`src/rtl/matmul_calc_pkg.sv`:
```
// Shared definitions for the matmul APB register slave: address map, FSM states,
// register selectors and default widths.
package matmul_calc_pkg;

  localparam int unsigned DATA_W_DEF  = 32;
  localparam int unsigned ADDR_W_DEF  = 16;
  localparam int unsigned MAX_DIM_DEF = 4;
  localparam int unsigned MODE_W_DEF  = 4;

  localparam int unsigned CONTROL_ADDR = 32'h00;
  localparam int unsigned OPA_BASE     = 32'h10;
  localparam int unsigned OPB_BASE     = 32'h30;
  localparam int unsigned FLAGS_ADDR   = 32'h50;
  localparam int unsigned SP_BASE      = 32'h60;

  localparam int unsigned START_BIT = 0;
  localparam int unsigned MODE_LSB  = 1;

  typedef enum logic [1:0] {
    IDLE,
    SETUP,
    ACCESS
  } apb_state_t;

  typedef enum logic [2:0] {
    SEL_NONE,
    SEL_CTRL,
    SEL_OPA,
    SEL_OPB,
    SEL_FLAGS,
    SEL_SP
  } reg_sel_t;

  // True when addr falls inside a block of 'words' consecutive 32-bit registers.
  function automatic logic in_window(input int unsigned addr, input int unsigned base,
                                     input int unsigned words);
    return (addr >= base) && (addr < base + 4 * words);
  endfunction

endpackage

```
`src/rtl/matmul_calc_apb_decoder.sv`:
```
// Combinational APB address decode: maps a byte address to a register selector
// and row index, and flags whether the access direction is legal.
module matmul_calc_apb_decoder
  import matmul_calc_pkg::*;
#(
  parameter int ADDR_WIDTH = ADDR_W_DEF,
  parameter int MAX_DIM    = MAX_DIM_DEF,
  parameter int IDX_W      = (MAX_DIM > 1) ? $clog2(MAX_DIM) : 1
) (
  input  logic [ADDR_WIDTH-1:0] paddr_i,
  input  logic                  pwrite_i,
  output logic                  hit_o,
  output reg_sel_t              sel_o,
  output logic [IDX_W-1:0]      idx_o,
  output logic                  rw_ok_o
);

  logic [31:0] addr;

  always_comb begin
    addr  = 32'(paddr_i);
    sel_o = SEL_NONE;
    idx_o = '0;
    // Misaligned addresses never hit, whatever the upper bits say.
    if (paddr_i[1:0] == 2'b00) begin
      if (addr == CONTROL_ADDR) begin
        sel_o = SEL_CTRL;
      end else if (in_window(addr, OPA_BASE, MAX_DIM)) begin
        sel_o = SEL_OPA;
        idx_o = IDX_W'((addr - OPA_BASE) >> 2);
      end else if (in_window(addr, OPB_BASE, MAX_DIM)) begin
        sel_o = SEL_OPB;
        idx_o = IDX_W'((addr - OPB_BASE) >> 2);
      end else if (addr == FLAGS_ADDR) begin
        sel_o = SEL_FLAGS;
      end else if (in_window(addr, SP_BASE, MAX_DIM)) begin
        sel_o = SEL_SP;
        idx_o = IDX_W'((addr - SP_BASE) >> 2);
      end
    end
    hit_o   = (sel_o != SEL_NONE);
    rw_ok_o = hit_o && !(pwrite_i && ((sel_o == SEL_FLAGS) || (sel_o == SEL_SP)));
  end

endmodule

```
`src/rtl/matmul_calc_apb_slave.sv`:
```
// APB completer for the matmul engine: register bank, start/busy handshake and
// one-wait-state APB protocol FSM with registered pready/pslverr/prdata.
module matmul_calc_apb_slave
  import matmul_calc_pkg::*;
#(
  parameter int DATA_WIDTH = DATA_W_DEF,
  parameter int ADDR_WIDTH = ADDR_W_DEF,
  parameter int MAX_DIM    = MAX_DIM_DEF,
  parameter int MODE_WIDTH = MODE_W_DEF
) (
  input  logic                          clk_i,
  input  logic                          rst_i,
  input  logic                          psel_i,
  input  logic                          penable_i,
  input  logic                          pwrite_i,
  input  logic [DATA_WIDTH/8-1:0]       pstrb_i,
  input  logic [DATA_WIDTH-1:0]         pwdata_i,
  input  logic [ADDR_WIDTH-1:0]         paddr_i,
  output logic                          pready_o,
  output logic                          pslverr_o,
  output logic [DATA_WIDTH-1:0]         prdata_o,
  output logic                          busy_o,
  output logic                          start_o,
  output logic [MODE_WIDTH-1:0]         mode_o,
  output logic [MAX_DIM*DATA_WIDTH-1:0] op_a_o,
  output logic [MAX_DIM*DATA_WIDTH-1:0] op_b_o,
  input  logic [MAX_DIM*DATA_WIDTH-1:0] sp_data_i,
  input  logic [DATA_WIDTH-1:0]         flags_i,
  input  logic                          done_i
);

  localparam int STRB_W = DATA_WIDTH / 8;
  localparam int IDX_W  = (MAX_DIM > 1) ? $clog2(MAX_DIM) : 1;
  localparam logic [DATA_WIDTH-1:0] START_MASK = DATA_WIDTH'(1) << START_BIT;

  apb_state_t            state_q;
  logic                  pready_q;
  logic                  pslverr_q;
  logic [DATA_WIDTH-1:0] prdata_q;
  logic                  busy_q;
  logic                  start_q;
  logic [DATA_WIDTH-1:0] ctrl_q;
  logic [DATA_WIDTH-1:0] flags_q;
  logic [DATA_WIDTH-1:0] opa_q [MAX_DIM];
  logic [DATA_WIDTH-1:0] opb_q [MAX_DIM];

  logic                  dec_hit;
  reg_sel_t              dec_sel;
  logic [IDX_W-1:0]      dec_idx;
  logic                  dec_rw_ok;

  logic                  commit;
  logic                  acc_err;
  logic                  wr_en;
  logic                  start_req;
  logic [DATA_WIDTH-1:0] rd_data;

  function automatic logic [DATA_WIDTH-1:0] merge_bytes(input logic [DATA_WIDTH-1:0] old_v,
                                                        input logic [DATA_WIDTH-1:0] new_v,
                                                        input logic [STRB_W-1:0]     strb);
    logic [DATA_WIDTH-1:0] r;
    r = old_v;
    for (int k = 0; k < STRB_W; k++) begin
      if (strb[k]) r[8*k +: 8] = new_v[8*k +: 8];
    end
    return r;
  endfunction

  matmul_calc_apb_decoder #(
    .ADDR_WIDTH(ADDR_WIDTH),
    .MAX_DIM   (MAX_DIM),
    .IDX_W     (IDX_W)
  ) u_decoder (
    .paddr_i (paddr_i),
    .pwrite_i(pwrite_i),
    .hit_o   (dec_hit),
    .sel_o   (dec_sel),
    .idx_o   (dec_idx),
    .rw_ok_o (dec_rw_ok)
  );

  // The transfer is committed on the edge that moves SETUP into ACCESS.
  assign commit    = (state_q == SETUP) && psel_i && penable_i;
  assign acc_err   = !dec_hit || !dec_rw_ok || (pwrite_i && busy_q);
  assign wr_en     = commit && pwrite_i && !acc_err;
  assign start_req = wr_en && (dec_sel == SEL_CTRL) && pstrb_i[START_BIT/8] && pwdata_i[START_BIT];

  always_comb begin
    rd_data = '0;
    case (dec_sel)
      SEL_CTRL:  rd_data = ctrl_q;
      SEL_OPA:   rd_data = opa_q[dec_idx];
      SEL_OPB:   rd_data = opb_q[dec_idx];
      SEL_FLAGS: rd_data = flags_q;
      SEL_SP:    rd_data = sp_data_i[dec_idx*DATA_WIDTH +: DATA_WIDTH];
      default:   rd_data = '0;
    endcase
  end

  always_ff @(posedge clk_i) begin
    if (rst_i) begin
      state_q   <= IDLE;
      pready_q  <= 1'b0;
      pslverr_q <= 1'b0;
      prdata_q  <= '0;
      busy_q    <= 1'b0;
      start_q   <= 1'b0;
      ctrl_q    <= '0;
      flags_q   <= '0;
      for (int i = 0; i < MAX_DIM; i++) begin
        opa_q[i] <= '0;
        opb_q[i] <= '0;
      end
    end else begin
      case (state_q)
        IDLE:    if (psel_i && !penable_i) state_q <= SETUP;
        SETUP:   state_q <= commit ? ACCESS : IDLE;
        ACCESS:  state_q <= (psel_i && !penable_i) ? SETUP : IDLE;
        default: state_q <= IDLE;
      endcase

      pready_q  <= commit;
      pslverr_q <= commit && acc_err;
      prdata_q  <= (commit && !pwrite_i && !acc_err) ? rd_data : '0;
      start_q   <= start_req;

      // start_req implies !busy_q, so it never collides with a done pulse.
      if (start_req) begin
        busy_q  <= 1'b1;
        flags_q <= '0;
      end else if (busy_q && done_i) begin
        busy_q  <= 1'b0;
        flags_q <= flags_i;
      end

      if (wr_en) begin
        case (dec_sel)
          SEL_CTRL: ctrl_q         <= merge_bytes(ctrl_q, pwdata_i, pstrb_i) & ~START_MASK;
          SEL_OPA:  opa_q[dec_idx] <= merge_bytes(opa_q[dec_idx], pwdata_i, pstrb_i);
          SEL_OPB:  opb_q[dec_idx] <= merge_bytes(opb_q[dec_idx], pwdata_i, pstrb_i);
          default:  ;
        endcase
      end
    end
  end

  always_comb begin
    for (int i = 0; i < MAX_DIM; i++) begin
      op_a_o[i*DATA_WIDTH +: DATA_WIDTH] = opa_q[i];
      op_b_o[i*DATA_WIDTH +: DATA_WIDTH] = opb_q[i];
    end
  end

  assign pready_o  = pready_q;
  assign pslverr_o = pslverr_q;
  assign prdata_o  = prdata_q;
  assign busy_o    = busy_q;
  assign start_o   = start_q;
  assign mode_o    = ctrl_q[MODE_LSB +: MODE_WIDTH];

endmodule

```
`config.mk`:
```
export PLATFORM = sky130hd
export DESIGN_NAME = matmul_calc_apb_slave
export DESIGN_NICKNAME = d
export VERILOG_FILES = /design/src/rtl/matmul_calc_pkg.sv /design/src/rtl/matmul_calc_apb_decoder.sv /design/src/rtl/matmul_calc_apb_slave.sv
export SDC_FILE = /design/constraint.sdc
export NUM_CORES = 1
export LEC_CHECK = 0
export ABC_AREA = 1
export CAP_MARGIN = 20
export CORE_UTILIZATION = 45
export DETAILED_ROUTE_END_ITERATION = 10
export PLACE_DENSITY = 0.75
export REMOVE_ABC_BUFFERS = 1
export SYNTH_ARGS = -nofsm -noshare
export SYNTH_HDL_FRONTEND = slang
export SYNTH_HIERARCHICAL = 1
export SYNTH_SLANG_ARGS = --single-unit
```
`constraint.sdc`:
```
create_clock -name clk_i -period 5.95 [get_ports clk_i]
set_clock_uncertainty 0.1 [all_clocks]
set_input_delay 0.595 -clock clk_i [delete_from_list [all_inputs] [get_ports clk_i]]
set_output_delay 0.595 -clock clk_i [all_outputs]
set_load 0.05 [all_outputs]
```
==> impl_metrics.csv <==
group,metric,value,unit
clocking,cts_buffers,40,
clocking,clk_pin_slew,0.07,ns
worst_setup_path,r2r_end,"opb_q[2][10]$_SDFFCE_PN0P_",
clocking,htree_levels,2,
clocking,clk_path_buf_depth,3,
route,wl,73800,um
worst_setup_path,required,6.23,ns
logic_synthesis,synthesis.area,0.0176,mm2
sta,fmaxAchievable,0.253,GHz
grt,overflow,0,
run_status,status,"finished, final reports clean",
finish,final_common_cell,"nand2_1",
logic_synthesis,seq_area_frac_synth,55.1,%
worst_setup_path,slowest_delay,0.71,ns
worst_setup_path,critPathTopFamily,"buffers and inverters",
worst_setup_path,regToRegStartpoint,"busy_o$_SDFFE_PP0P_",
worst_hold_path,hold_class,"register to register",
floorplan,fp.coreArea,0.0386,mm2
sta,setup_violations,0,
grt,grt_pass1_wl,105000,um
worst_setup_path,cp_slowest_cell,"buf_4",
route,drtIter0Drc,2097,
finish,syn_to_final_growth,39.5,%
power,p_leak,10.1,nW
worst_setup_path,critPathLaunchType,"primary input",
placed_design,dp_hpwl,51000,um
floorplan,die_w,200,um
placed_design,gp_congestion,0.953,
floorplan,dieArea,0.0400,mm2
worst_setup_path,crit_path_cell_trace,"clkdlybuf4s50_1, nor2_4, nand2_1, nor2_1, nand2_2, nand2_2, inv_2, nand2_1, nor2_4, inv_6, buf_4, nand2_1, nand3_1, nand2_1, o21ai_0, nand3_1, nor2_1",
placed_design,io_buffer_count,513,
logic_synthesis,synth_area_per_cell,7.81,um2
run,max_cap_violations,0,
route,ant_nets,0,
sta,period_share,66.5,%
sta,relSlewSlack,20.6,%
route,viasPerCell,5.54,
clocking,root_buffer,"clkbuf_16",
worst_setup_path,cp_num_buf_inv,4,
worst_hold_path,min_to,"flags_q[1]$_SDFFE_PP0P_",
sta,fin_crit,3.95,ns
worst_setup_path,reg2reg_depth,9,
grt,grt_pass1_vias,16700,
worst_setup_path,end_kind,"register",
floorplan,start_util,45.6,%
logic_synthesis,yosysWarnings,6,
sta,tightestPinTransition,1.19,ns
power,ir_worst_vdd,0.000267,V
floorplan,io_pins,514,
clocking,post_cts.repair.setup_buffers,0,
grt,grt_max_degree,195,
logic_synthesis,synth-seq-cells,357,
floorplan,std_cell_rows,72,
worst_hold_path,hold_start,"flags_q[1]$_SDFFE_PP0P_",
route,wl_per_cell,22.6,um
logic_synthesis,syn_inst,2257,
worst_setup_path,crit_fanout,134,
sta,drv_slew,0,
finish,drive_gt1_share,4.86,%
logic_synthesis,synthDistinctLibCells,29,
route,via_count,18100,
power,p_per_area,250,mW/mm2
clocking,clkLatencyLatePin,0.54,ns
sta,holdWs,0.359,ns
grt,track_usage,35.9,%
floorplan,dieHeight,200,um
route,drc,0,
clocking,cts_hold_buf,0,
sta,rsz0062_at_grt,"no",
sta,finalHoldViolCount,0,
clocking,cts.repair.resized,0,
worst_setup_path,critPathMostFrequentCell,"nand2_1",
worst_setup_path,worstSetupPathType,"primary input to register",
worst_setup_path,ff2ff_setup_slack,3.00,ns
finish,fin_nets,2923,
sta,finalSetupTns,0,ns
finish,mostFrequentLayoutCells,"nand2_1, clkdlybuf4s50_1, nor2_1, nand3_1, edfxtp_1",
route,drt_pass1_iterations,6,
clocking,cts_tree,"built",
worst_hold_path,holdPathStages,2,
clocking,cts_sinks,357,
worst_setup_path,crit_arrival,4.24,ns
grt,antenna_found_initial,10,
## cells in the mapped netlist, drive strengths merged
cell type  count  area [um2]
a211oi         1        7.51
buf           47         220
inv          168         631
nand3        364        1850
o21bai         1        7.51
o22ai          1        6.26
nand3b         2        15.0
a21oi         33         169
nand4          4        37.5
o21ai         92         460
nor3           5        47.5
dfxtp        101        2020
edfxtp       256        7690
nor2         374        1430
clkbuf        98         368
clkinv         1        3.75
nor3b          1        7.51
nand2        708        2670
## cell type report
class	count	area, um2
fillers	3252	14000
flip-flops and latches	357	9710
multi-input cells	1586	6760
repair buffers	551	5490
clock buffers	51	1080
well taps	518	648
inverters	169	643
clock inverters	21	243
diodes	11	27.5
## flip-flops by register name (all words and copies together), names as in the netlist
| register | count |
|---|---|
| opa_q | 128 |
| opb_q | 128 |
| state_q | 2 |
| prdata_o | 32 |
| pslverr_o | 1 |
| start_o | 1 |
| pready_o | 1 |
| ctrl_q | 31 |
| flags_q | 32 |
| busy_o | 1 |
## worst max path at each step
stage	start	endpoint	slack, ns	depth (start not counted)
2_1_floorplan	paddr_i[15]	opa_q[1][0]$_SDFFCE_PN0P_	-9.28	11
4_1_cts	paddr_i[15]	opb_q[1][11]$_SDFFCE_PN0P_	1.97	12
6_report	paddr_i[1]	opa_q[1][24]$_SDFFCE_PN0P_	2.00	17
5_1_grt	paddr_i[1]	opa_q[1][31]$_SDFFCE_PN0P_	1.68	17
3_3_place_gp	paddr_i[1]	opb_q[1][14]$_SDFFCE_PN0P_	1.50	13
3_5_place_dp	paddr_i[15]	opb_q[1][11]$_SDFFCE_PN0P_	1.43	12
## worst reg2reg max path: cells and delay by family, from the launching register on
family	cells	cell delay (ns)
and+or+nand+nor	5	0.72
DFF	1	0.31
buffers and inverters	4	1.42
## logic make-up after synthesis
logic type | count (synthesis) | synth area share, %
AND/OR/NAND/NOR | 1458 | 34.3
flip-flops | 357 | 55.1
buffers and inverters | 314 | 6.93
AO/OA/AOI/OAI | 128 | 3.69
## stage by stage
step | cells | cell area, um2 | util, % | power (W) | setup slack, ns
floorplan | 2112 | 17000 | - | 0.00323 | -9.28
global placement | 3177 | 23200 | 60.0 | 0.00365 | 1.50
CTS | 3252 | 24600 | 63.6 | 0.00615 | 1.97
detailed placement | 3180 | 23200 | 60.1 | 0.00365 | 1.43
finish | 3264 | 24600 | 63.7 | 0.00615 | 2.00
global route | 3260 | 24600 | 63.7 | 0.00631 | 1.68
## metal layers
metal  up-vias  routed length, um  share of wire (%)  GRT usage, %
met1      8526              29200                 40          49.6
met4         2               2860                3.9          14.6
met3       151               8210                 11          6.70
li1       8222                  -                  -             -
met5         -                 17              0.023             0
met2      1180              33500                 45          55.4
## report_power, final
part	switching [W]	internal, W
combinational	0.000531	0.000296
sequential	0.0000534	0.00273
clock	0.00103	0.00151
total	0.00161	0.00454
Note: power is estimated with default switching activity, not from simulation.
